<file path="src/rtl/pipeline_hazard_ctrl_pkg.sv">
// Shared definitions for the pipeline hazard controller: FSM state encoding,
// forwarding-select codes and the register-match helper.
package pipeline_hazard_ctrl_pkg;

    typedef enum logic [1:0] {
        RUN       = 2'd0,
        MD_BUSY   = 2'd1,
        EXC_FLUSH = 2'd2
    } state_e;

    localparam logic [1:0] FWD_RF = 2'b00;
    localparam logic [1:0] FWD_W  = 2'b01;
    localparam logic [1:0] FWD_M  = 2'b10;

    // Register $0 is hardwired, so it never creates a dependency.
    function automatic logic reg_match(input logic [4:0] a, input logic [4:0] b);
        return (a != 5'd0) && (a == b);
    endfunction

endpackage

</file>
<file path="src/rtl/pipeline_hazard_ctrl_hazard_fwd_unit.sv">
// Combinational forwarding-select and load-use / branch stall detection
// for the pipeline hazard controller.
module hazard_fwd_unit
    import pipeline_hazard_ctrl_pkg::*;
(
    input  logic [4:0] i_rs_d,
    input  logic [4:0] i_rt_d,
    input  logic [4:0] i_rs_e,
    input  logic [4:0] i_rt_e,
    input  logic [4:0] i_wr_e,
    input  logic [4:0] i_wr_m,
    input  logic [4:0] i_wr_w,
    input  logic       i_regwrite_e,
    input  logic       i_regwrite_m,
    input  logic       i_regwrite_w,
    input  logic       i_memtoreg_e,
    input  logic       i_memtoreg_m,
    input  logic       i_branch_d,
    input  logic       i_jr_d,
    output logic [1:0] o_fwd_ae,
    output logic [1:0] o_fwd_be,
    output logic       o_fwd_ad,
    output logic       o_fwd_bd,
    output logic       o_lwstall,
    output logic       o_brstall
);

    logic w_dep_e;
    logic w_dep_m;

    always_comb begin
        o_fwd_ae = FWD_RF;
        if (i_regwrite_m && reg_match(i_rs_e, i_wr_m))
            o_fwd_ae = FWD_M;
        else if (i_regwrite_w && reg_match(i_rs_e, i_wr_w))
            o_fwd_ae = FWD_W;

        o_fwd_be = FWD_RF;
        if (i_regwrite_m && reg_match(i_rt_e, i_wr_m))
            o_fwd_be = FWD_M;
        else if (i_regwrite_w && reg_match(i_rt_e, i_wr_w))
            o_fwd_be = FWD_W;
    end

    assign o_fwd_ad = i_regwrite_m && reg_match(i_rs_d, i_wr_m);
    assign o_fwd_bd = i_regwrite_m && reg_match(i_rt_d, i_wr_m);

    assign o_lwstall = i_memtoreg_e && (reg_match(i_rt_e, i_rs_d) || reg_match(i_rt_e, i_rt_d));

    assign w_dep_e   = i_regwrite_e && (reg_match(i_rs_d, i_wr_e) || reg_match(i_rt_d, i_wr_e));
    assign w_dep_m   = i_memtoreg_m && (reg_match(i_rs_d, i_wr_m) || reg_match(i_rt_d, i_wr_m));
    assign o_brstall = (i_branch_d || i_jr_d) && (w_dep_e || w_dep_m);

endmodule

</file>
<file path="src/rtl/pipeline_hazard_ctrl.sv">
// Stall/flush/forwarding controller for the 5-stage pipeline with mult/div
// sequencing and exception flush. Define HAZARD_PERF_CNT_EN for stall/flush counters.
module pipeline_hazard_ctrl
    import pipeline_hazard_ctrl_pkg::*;
#(
    parameter int unsigned MULDIV_LAT    = 32,
    parameter int unsigned EXC_FLUSH_CYC = 2,
    parameter int unsigned CNT_W         = 6
)(
    input  logic       clk,
    input  logic       rst,
    input  logic [4:0] Rs_D,
    input  logic [4:0] Rt_D,
    input  logic [4:0] Rs_E,
    input  logic [4:0] Rt_E,
    input  logic [4:0] WriteReg_E,
    input  logic [4:0] WriteReg_M,
    input  logic [4:0] WriteReg_W,
    input  logic       RegWrite_E,
    input  logic       RegWrite_M,
    input  logic       RegWrite_W,
    input  logic       MemtoReg_E,
    input  logic       MemtoReg_M,
    input  logic       Branch_D,
    input  logic       Jr_D,
    input  logic       PCSrc_D,
    input  logic       J_D,
    input  logic       hilo_use_D,
    input  logic       muldiv_start_E,
    input  logic       exc_M,
    output logic       EN_F,
    output logic       EN_D,
    output logic       EN_E,
    output logic       CLR_D,
    output logic       CLR_E,
    output logic       CLR_M,
    output logic [1:0] ForwardAE,
    output logic [1:0] ForwardBE,
    output logic       ForwardAD,
    output logic       ForwardBD,
    output logic       muldiv_busy,
    output logic       muldiv_abort,
    output logic       pc_exc_sel
`ifdef HAZARD_PERF_CNT_EN
    ,
    output logic [31:0] stall_cnt,
    output logic [31:0] flush_cnt
`endif
);

    localparam logic [CNT_W-1:0] MD_LOAD  = CNT_W'(MULDIV_LAT - 1);
    localparam logic [CNT_W-1:0] EXC_LOAD = CNT_W'(EXC_FLUSH_CYC - 1);

    state_e           r_state, w_state_nxt;
    logic [CNT_W-1:0] r_cnt, w_cnt_nxt;
    logic [1:0]       w_fwd_ae, w_fwd_be;
    logic             w_fwd_ad, w_fwd_bd;
    logic             w_lwstall, w_brstall, w_mdstall, w_stall, w_busy, w_flush;

    hazard_fwd_unit u_fwd (
        .i_rs_d       (Rs_D),
        .i_rt_d       (Rt_D),
        .i_rs_e       (Rs_E),
        .i_rt_e       (Rt_E),
        .i_wr_e       (WriteReg_E),
        .i_wr_m       (WriteReg_M),
        .i_wr_w       (WriteReg_W),
        .i_regwrite_e (RegWrite_E),
        .i_regwrite_m (RegWrite_M),
        .i_regwrite_w (RegWrite_W),
        .i_memtoreg_e (MemtoReg_E),
        .i_memtoreg_m (MemtoReg_M),
        .i_branch_d   (Branch_D),
        .i_jr_d       (Jr_D),
        .o_fwd_ae     (w_fwd_ae),
        .o_fwd_be     (w_fwd_be),
        .o_fwd_ad     (w_fwd_ad),
        .o_fwd_bd     (w_fwd_bd),
        .o_lwstall    (w_lwstall),
        .o_brstall    (w_brstall)
    );

    assign w_busy    = (r_state == MD_BUSY);
    assign w_mdstall = w_busy && hilo_use_D;
    assign w_stall   = w_lwstall || w_brstall || w_mdstall;
    assign w_flush   = exc_M || (r_state == EXC_FLUSH);

    always_ff @(posedge clk) begin
        if (rst) begin
            r_state <= RUN;
            r_cnt   <= '0;
        end else begin
            r_state <= w_state_nxt;
            r_cnt   <= w_cnt_nxt;
        end
    end

    always_comb begin
        w_state_nxt  = r_state;
        w_cnt_nxt    = r_cnt;
        EN_F         = !w_stall;
        EN_D         = !w_stall;
        EN_E         = !w_stall;
        CLR_D        = (PCSrc_D || J_D) && !w_stall;
        CLR_E        = w_stall;
        CLR_M        = 1'b0;
        pc_exc_sel   = 1'b0;
        muldiv_busy  = w_busy;
        muldiv_abort = 1'b0;
        ForwardAE    = w_fwd_ae;
        ForwardBE    = w_fwd_be;
        ForwardAD    = w_fwd_ad;
        ForwardBD    = w_fwd_bd;

        // Flush overrides every stall; EN_E must be low since the D/E register favours EN over CLR.
        if (w_flush) begin
            EN_F       = 1'b1;
            EN_D       = 1'b1;
            EN_E       = 1'b0;
            CLR_D      = 1'b1;
            CLR_E      = 1'b1;
            CLR_M      = 1'b1;
            pc_exc_sel = exc_M;
        end

        case (r_state)
            RUN: begin
                if (exc_M) begin
                    w_state_nxt = EXC_FLUSH;
                    w_cnt_nxt   = EXC_LOAD;
                end else if (muldiv_start_E && !w_stall) begin
                    w_state_nxt = MD_BUSY;
                    w_cnt_nxt   = MD_LOAD;
                end
            end
            MD_BUSY: begin
                if (exc_M) begin
                    w_state_nxt  = EXC_FLUSH;
                    w_cnt_nxt    = EXC_LOAD;
                    muldiv_abort = 1'b1;
                end else if (r_cnt == '0) begin
                    w_state_nxt = RUN;
                end else begin
                    w_cnt_nxt = r_cnt - 1'b1;
                end
            end
            EXC_FLUSH: begin
                if (exc_M) begin
                    w_cnt_nxt = EXC_LOAD;
                end else if (r_cnt == '0) begin
                    w_state_nxt = RUN;
                end else begin
                    w_cnt_nxt = r_cnt - 1'b1;
                end
            end
            default: begin
                w_state_nxt = RUN;
                w_cnt_nxt   = '0;
            end
        endcase

        if (rst) begin
            EN_F         = 1'b0;
            EN_D         = 1'b0;
            EN_E         = 1'b0;
            CLR_D        = 1'b1;
            CLR_E        = 1'b1;
            CLR_M        = 1'b1;
            ForwardAE    = FWD_RF;
            ForwardBE    = FWD_RF;
            ForwardAD    = 1'b0;
            ForwardBD    = 1'b0;
            muldiv_busy  = 1'b0;
            muldiv_abort = 1'b0;
            pc_exc_sel   = 1'b0;
        end
    end

`ifdef HAZARD_PERF_CNT_EN
    logic [31:0] r_stall_cnt, r_flush_cnt;

    always_ff @(posedge clk) begin
        if (rst) begin
            r_stall_cnt <= '0;
            r_flush_cnt <= '0;
        end else begin
            if (w_stall && !w_flush)
                r_stall_cnt <= r_stall_cnt + 32'd1;
            if (exc_M)
                r_flush_cnt <= r_flush_cnt + 32'd1;
        end
    end

    assign stall_cnt = r_stall_cnt;
    assign flush_cnt = r_flush_cnt;
`endif

endmodule

</file>
<file path="config.mk">
export PLATFORM = sky130hd
export DESIGN_NAME = pipeline_hazard_ctrl
export DESIGN_NICKNAME = d
export VERILOG_FILES = /design/src/rtl/pipeline_hazard_ctrl_pkg.sv /design/src/rtl/pipeline_hazard_ctrl_hazard_fwd_unit.sv /design/src/rtl/pipeline_hazard_ctrl.sv
export SDC_FILE = /design/constraint.sdc
export NUM_CORES = 1
export LEC_CHECK = 0
export BUFFER_PORTS_ARGS = -buffer_cell sky130_fd_sc_hd__buf_2
export CORE_UTILIZATION = 45
export CTS_CLUSTER_DIAMETER = 40
export DETAILED_ROUTE_END_ITERATION = 8
export PLACE_DENSITY = 0.78
export SYNTH_ARGS = -nofsm -noshare
export SYNTH_HDL_FRONTEND = slang
export SYNTH_SLANG_ARGS = --single-unit
</file>
<file path="constraint.sdc">
create_clock -name clk -period 2.9 [get_ports clk]
set_input_delay 0.145 -clock clk [delete_from_list [all_inputs] [get_ports clk]]
set_output_delay 0.145 -clock clk [all_outputs]
set_load 0.005 [all_outputs]
</file>
==> Word level (Yosys, flattened, before mapping) <==
Index checks and enable logic that the tools add are counted.
{ "op_classes": {"add_sub_neg": 1, "n_eq_ne": 15, "mux": 35, "n_reduce_logical": 42} }
{ "ops": {"columns": ["operator", "count"], "rows": [
  ["$eq 5x5->1", 10],
  ["$mux 6", 4],
  ["$logic_and 1x1->1", 23],
  ["$mux 1", 20],
  ["$reduce_bool 5->1", 4],
  ["$mux 2", 9],
  ["$pmux 6 s2", 1],
  ["$logic_or 1x1->1", 9],
  ["$logic_not 6->1", 1],
  ["$ne 3x3->1 const B", 2],
  ["$pmux 2 s3", 1],
  ["$sub 6x1->6 const B", 1],
  ["$reduce_and 2->1", 2],
  ["$eq 2x1->1 const B", 1],
  ["$eq 2x2->1 const B", 1],
  ["$logic_not 2->1", 1],
  ["$ne 2x2->1 const B", 1],
  ["$reduce_or 2->1", 1],
  ["$logic_not 1->1", 1]
]} }
{ "totals": {"ff_bits": 8, "input_bits": 49, "out_inout_bits": 15} }

==> Logic depth before layout (Yosys ltp) <==
Gate-level depths: netlist of the first run.
{ "depth": {"depth_word": 13, "mapped_depth": 8, "ltp_nobuf": 7} }

==> By module <==
Synthesis of the first run repeated with hierarchy kept, for this count alone.
{ "unflattened": {"hier_cells": 189, "hier_area_um2": 1443.9} }
{ "modules_own_cells": {"columns": ["mod", "n_inst", "cells_each", "area_each_um2", "seq_area_each_um2"], "rows": [
  ["pipeline_hazard_ctrl", 1, 95, 739.5, 160.2],
  ["hazard_fwd_unit", 1, 94, 704.4, 0.0]
]} }

==> Worst setup path before layout of the first run <==
OpenSTA, ideal clock, no wires.
{ "synth_path": {"kind": "in2reg", "startpoint": "input Rt_D[1]", "endpoint": "register r_cnt[3]", "setup_ps": 117, "arrival_time_ps": 1853, "required_ps": 2783, "slack_ps": 929, "path_stages": 7, "n_path_buf": 0, "path_cell_list": "or4_4 -> nor2_4 -> or4_4 -> o211ai_4 -> o41ai_4 -> o21ai_1 -> a32o_1"} }
{ "synth_between": {"elab_chain_len": 12, "elab_cells_between_ends": 21, "classes_between": "eq/ne (4); reduce/logical (17)"} }
{ "synth_rtl": {"columns": ["item", "line_no", "source"], "rows": [
  ["start, declared", "pipeline_hazard_ctrl.sv:13", "input logic [4:0] Rt_D,"],
  ["$eq 5x5->1 or $reduce_bool 5->1 (tied branches)", "pipeline_hazard_ctrl_pkg.sv:17", "return (a != 5'd0) && (a == b);"],
  ["$logic_and 1x1->1", "pipeline_hazard_ctrl_pkg.sv:17", null],
  ["$logic_or 1x1->1, on equally long branches", "pipeline_hazard_ctrl_hazard_fwd_unit.sv:50, pipeline_hazard_ctrl_hazard_fwd_unit.sv:51", null],
  ["$logic_and 1x1->1, on equally long branches", "pipeline_hazard_ctrl_hazard_fwd_unit.sv:50, pipeline_hazard_ctrl_hazard_fwd_unit.sv:51", null],
  ["$logic_or 1x1->1", "pipeline_hazard_ctrl_hazard_fwd_unit.sv:52", "assign o_brstall = (i_branch_d || i_jr_d) && (w_dep_e || w_dep_m);"],
  ["$logic_and 1x1->1", "pipeline_hazard_ctrl_hazard_fwd_unit.sv:52", null],
  ["$logic_or 1x1->1 * (2 in series)", "pipeline_hazard_ctrl.sv:85", "assign w_stall = w_lwstall || w_brstall || w_mdstall;"],
  ["$logic_not 1->1 *", "pipeline_hazard_ctrl.sv:131", "end else if (muldiv_start_E && !w_stall) begin"],
  ["$logic_and 1x1->1 *", "pipeline_hazard_ctrl.sv:131", null],
  ["$ne 3x3->1 (no source line) *", null, null],
  ["$reduce_and 2->1 (no source line) *", null, null],
  ["end signal, assigned", "pipeline_hazard_ctrl.sv:94", "r_cnt <= w_cnt_nxt;"],
  ["end, declared", "pipeline_hazard_ctrl.sv:55", "logic [CNT_W-1:0] r_cnt, w_cnt_nxt;"]
]} }
Mark *: on every way between the ends. The rest lies on a longest branch, timed or not.
A chain may end at the register's enable or synchronous reset.

==> Final worst setup path of the first run <==
{ "layout_path": {"startpoint": "input Rt_D[1]", "endpoint": "output EN_E"} }
{ "layout_between": {"elab_chain_len": 11, "elab_cells_between_ends": 20, "classes_between": "eq/ne (3); mux (2); reduce/logical (15)"} }
{ "layout_rtl": {"columns": ["item", "line_no", "source"], "rows": [
  ["$eq 5x5->1 or $reduce_bool 5->1 (tied branches)", "pipeline_hazard_ctrl_pkg.sv:17", null],
  ["$logic_and 1x1->1", "pipeline_hazard_ctrl_pkg.sv:17", null],
  ["$logic_or 1x1->1, on equally long branches", "pipeline_hazard_ctrl_hazard_fwd_unit.sv:50, pipeline_hazard_ctrl_hazard_fwd_unit.sv:51", null],
  ["$logic_and 1x1->1, on equally long branches", "pipeline_hazard_ctrl_hazard_fwd_unit.sv:50, pipeline_hazard_ctrl_hazard_fwd_unit.sv:51", null],
  ["$logic_or 1x1->1", "pipeline_hazard_ctrl_hazard_fwd_unit.sv:52", null],
  ["$logic_and 1x1->1", "pipeline_hazard_ctrl_hazard_fwd_unit.sv:52", null],
  ["$logic_or 1x1->1 * (2 in series)", "pipeline_hazard_ctrl.sv:85", null],
  ["$logic_not 1->1 *", "pipeline_hazard_ctrl.sv:103", "EN_E = !w_stall;"],
  ["$mux 1 *", "pipeline_hazard_ctrl.sv:116", "if (w_flush) begin"],
  ["$mux 1 *", "pipeline_hazard_ctrl.sv:162", "if (rst) begin"],
  ["end, declared", "pipeline_hazard_ctrl.sv:33", "output logic EN_E,"]
]} }
Marks and branches as above.

==> results of run 1 <==
==> per-layer routing <==
metal  routed length, um  part of all wire, %  vias up  GRT usage [%]
li1                    -                    -      812              -
met1                1610                   46      695           27.6
met2                1680                   48       66           39.3
met3                 185                  5.3        3          0.659
met4                  25                 0.71        0           5.10
met5                   0                    0        -              0
==> kinds of logic (layout without fill, tap and decap cells) <==
kind of cell,count (synthesis),after routing,share of synthesized area (%)
and+or+nand+nor,80,80,29.0
DFF,8,8,11.0
AOI/OAI and AO/OA,37,37,19.2
buffers and inverters,21,76,5.67
adders and majority gates,6,6,5.15
xor gates and xnor gates,50,50,30.1
==> power by group through the flow <==
stage	Clock, mW	Sequential, mW	Combinational, mW
after floorplan	0	0.141	0.256
after global placement	0	0.146	0.352
after detailed placement	0	0.146	0.356
after CTS	0.0869	0.144	0.357
after global routing	0.0904	0.147	0.400
final	0.0838	0.145	0.357
==> registers in the layout, summed over array words and instances, names as in the netlist <==
register / flops
r_state: 2
r_cnt: 6
==> metrics by stage <==
stage	util (%)	hold slack (ps)	total power [mW]
floorplan	-	369	0.397
global placement	58.4	473	0.498
detailed placement	58.4	484	0.502
CTS	59.1	276	0.588
global route	59.1	304	0.638
finish	59.1	284	0.586
==> Yosys cell counts, types with 5 or more instances <==
library cell and instances:
nor3_1 7, nand3_1 7, ha_1 6, inv_1 10, nand4_1 7, nor2b_1 5, nand2_1 13, a21oi_1 9
nor2_1 19, clkbuf_1 8, nand2b_1 5, xnor2_1 32, o21ai_0 8, nor4_1 5, xor2_1 18, dfxtp_1 8
==> worst max-delay path by stage <==
stage | slack (ps) | to | start
after CTS | 700 | EN_E | Rt_D[1]
after floorplan | 930 | r_cnt[3]$_SDFFE_PP0P_ | Rt_D[1]
after global routing | 580 | EN_E | r_state[1]$_SDFFE_PP0P_
after global placement | 650 | r_cnt[3]$_SDFFE_PP0P_ | Rt_D[1]
after detailed placement | 630 | r_cnt[3]$_SDFFE_PP0P_ | Rt_D[1]
final | 700 | EN_E | Rt_D[1]
==> critical path: cells and delay by family <==
| family | cells | cell delay, ps |
|---|---|---|
| simple gates | 5 | 1560 |
| buf+inv | 3 | 280 |
| compound gates | 1 | 80 |
==> layout make-up <==
type,count,share of cell area [%]
clock buffers,3,1.25
inverters,10,2.08
multi-input cells,173,67.3
flip-flops and latches,8,8.88
well taps,44,3.05
repair buffers,63,17.5
==> results by group, run 1 <==
STA
  • Worst Skew: between 4 and 5 ps
  • # setup viols final: 0
  • Fin crit period: ~2200 ps
  • RSZ-0062 raised after global routing: false
  • FMAX: 455 MHz
  • Setup TNS: 0 ps
  • Final WS setup: 701 ps
  • Fin crit share: between 70 and 80%
  • Slew HR: between 60 and 70%
  • Slew @ Worst Pin: 539 ps
  • Max-slew violations: 0
  • Final hold violations: 0

Power
  • Pwr/cell area: between 300 and 400 nW/um^2
  • Internal Dissipation: 332 uW
  • Comb pwr share: about three fifths
  • Leakage: between 0.7 and 0.8 nW
  • Switch Pwr: between 200 and 300 uW
  • Seq pwr share: 24.8%
  • Maximum vdd ir drop: around 0.000098 V
  • Switch share: between 40% and 50%
  • Clock power frac: 14.3%

Run
  • # Max-Cap Violations: 0

Clock network
  • Cts hold-fix bufs: 0
  • Postcts setup bufs: 0
  • Clock slew at reported path FFs: 50 ps
  • CTS resizes: 0
  • Root Driver: clkbuf_4
  • TritonCTS Sinks: 8
  • Worst-Skew Late Latency: between 200 and 300 ps
  • CTS tree: done
  • CTS max path bufs: 2
  • H-tree levels: 1
  • Cts bufs inserted: 3

Global routing
  • Total GRT Usage: 21.4%
  • Vias in the first global route: around 1,400
  • First-pass GRT wire length: slightly below 6000 um
  • Initial antenna violation count: 0
  • GRT overflow: 0
  • Largest net degree at the start of global routing: 16

Synth
  • Asr flop ratio synth: 0%
  • Synth area leaders: xnor2_1 (19%), dfxtp_1 (11%), xor2_1 (11%)
  • Syn Nets: approximately 260
  • Post-synth top area share: roughly a fifth
  • Syn Area/Cell: between 7 and 8 sq um
  • Ys Warns: 0
  • Dominant cell type by area after synthesis: xnor2_1
  • Most frequently used flop master after synthesis: dfxtp_1
  • Sequential element share of the synthesized area: a little over a tenth
  • Synthesized area: between 1000 and 1500 sq um
  • Cells after Synth: 202
  • EDFF count, synth: 0
  • Netlist cell types: 39
  • Number of synthesized register bits: 8

Worst setup path
  • Crit-path max FO: 5
  • CP Launch Type: input port
  • Worst reg-to-reg path cell count: 7
  • Flop2flop setup slack: a little over 900 ps
  • Highest-delay cell along the critical path: or4_4
  • Reg-to-reg endpoint: r_cnt[3]$_SDFFE_PP0P_
  • WP data arrival: 2050 ps
  • CP max stage delay: about 540 ps
  • Setup CP Type: input port to output port
  • RR Startpoint: r_state[1]$_SDFFE_PP0P_
  • Worst Path Required: about 2800 ps
  • Worst setup EP type: output port
  • Critical Path, Cell by Cell: buf_2, or4_4, nor2_4, or4_4, o211ai_4, or3_1, or2_2, inv_1, buf_2

Detailed routing
  • Drt pass-1 iters: 4
  • Routed via count: 1,576
  • Post-route ant nets: 0
  • Post-Route WL: 3510 um
  • Vias per cell: 5.24
  • 1st-iter DRT viols: about 90
  • Drt drc: 0
  • Routed WL per cell: between 10 and 15 um

Placement
  • # port buffers: 63
  • Post-Place Setup Slack: roughly 630 ps
  • Gpl congestion: between 0.8 and 0.9
  • Post-Place Cells: approximately 300
  • DP Area: approximately 1800 sq um
  • Dpl hpwl: roughly 2900 um

Floorplanning
  • Die ar.: roughly 3500 sq um
  • I/O pin count: 64
  • Core region area: ~3100 sq um
  • Initial Util: ~48%
  • Die height: around 60 um
  • Row Count: 20
  • Die width: between 50 and 60 um

Worst hold path
  • HP Class: input port to register
  • Worst hold path endpoint: r_state[1]$_SDFFE_PP0P_
  • Worst hold stages: 2
  • Hold path startpoint: rst

Finish
  • FF/Latch Area: around 160 sq um
  • Most frequent cells in the layout: buf_2 (63), xnor2_1 (32), nor2_1 (19)
  • Final nets: ~310
  • Final Instance Area: around 1800 sq um
  • Area delta synth->final: 23.9%
  • Commonest non-fill, non-tap cell in the layout: buf_2
  • Ratio of cells with drive above 1 in the final layout: about 30%
  • N_diodes: 0
  • Post-route insts no fill: about 300
  • Area of the multi-input gates: around 1200 sq um
  • Filler Cell Count: 294

Outcome
  • Outcome: complete, no violations
(Power assumes the default switching activity.)
==> run 2: changes to the inputs <==
Settings changed: CORE_UTILIZATION 45 to 43.
Clock period 2.9 ns to 1.85 ns, I/O delays scaled along.
==> run 2 against run 1 <==
The run now ends with setup timing left. First-iteration DRC count rose by 40%. Combinational power rose by 99%. Die area rose by 4.5%. Flip-flop and latch count did not move. Hold slack got worse by 100 ps. Wire length rose by 26%. Count of clock-buffer cells in the layout did not move. Cell count rose by 12%. Sequential share of layout area fell by 1.2 points. Global-route usage rose by 4.2 points. Design area rose by 18%. Clock power rose by 66%.
==> results by group, run 2 (synthesis results as in run 1) <==
Clock network
  • TritonCTS Sinks: 8 (unchanged)
  • Clock slew at reported path FFs: 60 ps (about the same)
  • Root Driver: clkbuf_4
  • Cts hold-fix bufs: 0 (unchanged)
  • CTS tree: done
  • Cts bufs inserted: 3 (unchanged)
  • CTS max path bufs: 2 (unchanged)
  • H-tree levels: 1 (unchanged)
  • Worst-Skew Late Latency: 260 ps (about the same)

Detailed routing
  • Drt pass-1 iters: 4 (unchanged)
  • Routed via count: 1,762 (+12%)
  • Post-Route WL: 4420 um (+26%)
  • Drt drc: 0 (unchanged)
  • Post-route ant nets: 0 (unchanged)
  • Vias per cell: 5.24 (+0.16%)
  • 1st-iter DRT viols: 129 (+40%)
  • Routed WL per cell: 13.2 um (+13%)

Global routing
  • GRT Max-Usage Layer: met2
  • Vias in the first global route: 1,707 (+21%)
  • Global Route met3 Usage: 3.03% (+2.4 points)
  • Total GRT Usage: 25.6% (+4.2 points)
  • First-pass GRT wire length: 7250 um (+22%)
  • M1 GR Usage: 32.0% (+4.4 points)
  • Met2 Use GR: 46.8% (+7.5 points)
  • Largest net degree at the start of global routing: 16 (unchanged)
  • GRT overflow: 0 (unchanged)
  • Initial antenna violation count: 0 (unchanged)

STA
  • RSZ-0062 raised after global routing: true
  • Fin crit share: 104%
  • Slew @ Worst Pin: 455 ps (-84.3 ps)
  • # setup viols final: 2 (+2)
  • Final hold violations: 0 (unchanged)
  • Slew HR: 69.6% (+5.6 points)
  • FMAX: just over 500 MHz
  • Max-slew violations: 0 (unchanged)
  • Final WS setup: -77.6 ps (-778 ps)
  • Worst Skew: 7.45 ps (+3.15 ps)
  • Fin crit period: between 1500 and 2000 ps

Worst setup path
  • Highest-delay cell along the critical path: or4_4
  • Worst setup EP type: output port
  • Crit-path max FO: 4 (-1)
  • WP data arrival: 1840 ps (-210 ps)
  • Worst Path Required: 1760 ps (-1000 ps)
  • Worst reg-to-reg path cell count: 8 (+1)
  • CP max stage delay: 540 ps (about the same)
  • Critical Path, Cell by Cell: buf_6, or4_4, nor2_4, or4_4, a21oi_4, or3_4, or2_4, inv_2, buf_6
  • CP Launch Type: input port
  • Setup CP Type: input port to output port

Floorplanning
  • I/O pin count: 64 (unchanged)
  • Core region area: 3130 sq um (+2.5%)
  • Die ar.: 3620 sq um (+4.5%)
  • Row Count: 20 (unchanged)
  • Initial Util: 46.6% (-1.1 points)
  • Die height: 60.2 um (+2.2%)
  • Die width: 60.2 um (+2.2%)

Finish
  • Commonest non-fill, non-tap cell in the layout: buf_2
  • Area of the multi-input gates: 1260 sq um (+3.5%)
  • Area delta synth->final: 46.4%
  • Final core utilization: 68.2% (+9.1 points)
  • Final nets: 349 (+11%)
  • Final Instance Area: 2130 sq um (+18%)
  • Most frequent cells in the layout: buf_2 (61), buf_4 (33), xnor2_1 (32)
  • Biggest regs: r_cnt: 6 flops, r_state: 2 flops
  • Max FFs per register: 6 (unchanged)
  • Reg with most FFs: r_cnt
  • FF/Latch Area: 163 sq um (+1.6%)
  • Ratio of cells with drive above 1 in the final layout: 42.1% (+13 points)
  • Filler Cell Count: 254 (-14%)
  • N_diodes: 0 (unchanged)

Placement
  • Gpl congestion: 0.920 (+7.5%)
  • Dpl hpwl: 3390 um (+16%)
  • DP Area: 1990 sq um (+12%)
  • # port buffers: 63 (unchanged)

Worst hold path
  • HP Class: input port to register
  • Worst hold stages: 2 (unchanged)

Run
  • # Max-Cap Violations: 0 (unchanged)

Power
  • Switch share: 42.2% (-1.2 points)
  • Seq pwr share: 21.1% (-3.7 points)
  • Internal Dissipation: 623 uW (+88%)
  • Pwr/cell area: 506 nW/um^2 (+56%)
  • Maximum vdd ir drop: 0.000260 V (+160%)
  • Comb pwr share: 66.0% (+5.1 points)
  • Clock power frac: 12.9% (-1.4 points)
  • Switch Pwr: 455 uW (+79%)
  • Leakage: 0.943 nW (+24%)
  • Pwr Total: 1.08 mW (+84%)

Outcome
  • Failing checks: setup timing
  • Outcome: finished with violations
run 2: changes by cell type in the layout (fill, tap and decap cells not counted), moves of 2 or more:
cell and delta:
or4_4 +2, dfxtp_2 +2, buf_2 -2, ha_2 +2, buf_4 +33, buf_6 +4
or4_1 -2, dfxtp_1 -2, ha_1 -2
run 2: stage by stage:
stage	setup TNS (ps)	setup slack (ps)	cells	hold slack, ps
after floorplan	-219	-68.2	202	293
after global placement	-1660	-196	326	478
after detailed placement	-1900	-216	326	474
after global routing	-416	-146	336	202
final	-145	-77.6	336	181
after CTS	-140	-73.4	334	215
run 2: critical path, delay by kind of cell:
family / cells / cell delay (ps)
AO/OA/AOI/OAI: 1 / 50
buffers and inverters: 3 / 220
AND/OR/NAND/NOR: 5 / 1470
run 2: repair_timing:
item | in CTS | in global routing
gates cloned | 0 | 1
endpoints found under the setup margin | 5 | 13
pin swaps | 8 | 4
resized for setup | 10 | 9
endpoints found under the hold margin | 0 | 0
setup buffers | 5 | 1
run 2: final timing paths:
path                            from                 endpoint  slack, ps
max                          Rt_D[2]                     EN_E        -80
min                              rst  r_state[1]$_SDFFE_PP0P_        180
max reg2reg  r_state[1]$_SDFFE_PP0P_  r_state[0]$_SDFFE_PP0P_         70
min reg2reg    r_cnt[1]$_SDFFE_PP0P_    r_cnt[1]$_SDFFE_PP0P_        480
run 2: metal layers:
layer	share of wire, %	vias up
met3	6.3	2
met2	51	80
met4	0.18	0
met1	43	801
met5	0	-
li1	-	879
run 2: cell type report:
| type | count | share of cell area [%] |
|---|---|---|
| Tap cell | 44 | 2.58 |
| Multi-Input combinational cell | 173 | 58.9 |
| Inverter | 10 | 1.76 |
| Timing Repair Buffer | 98 | 28.1 |
| Clock buffer | 3 | 1.06 |
| Sequential cell | 8 | 7.63 |
run 2: power by group through the flow:
stage	clock network (mW)	registers [mW]	logic [mW]
after floorplan	0	0.222	0.401
after global placement	0	0.228	0.628
after detailed placement	0	0.228	0.638
after CTS	0.144	0.226	0.664
after global routing	0.153	0.230	0.788
final	0.139	0.227	0.712
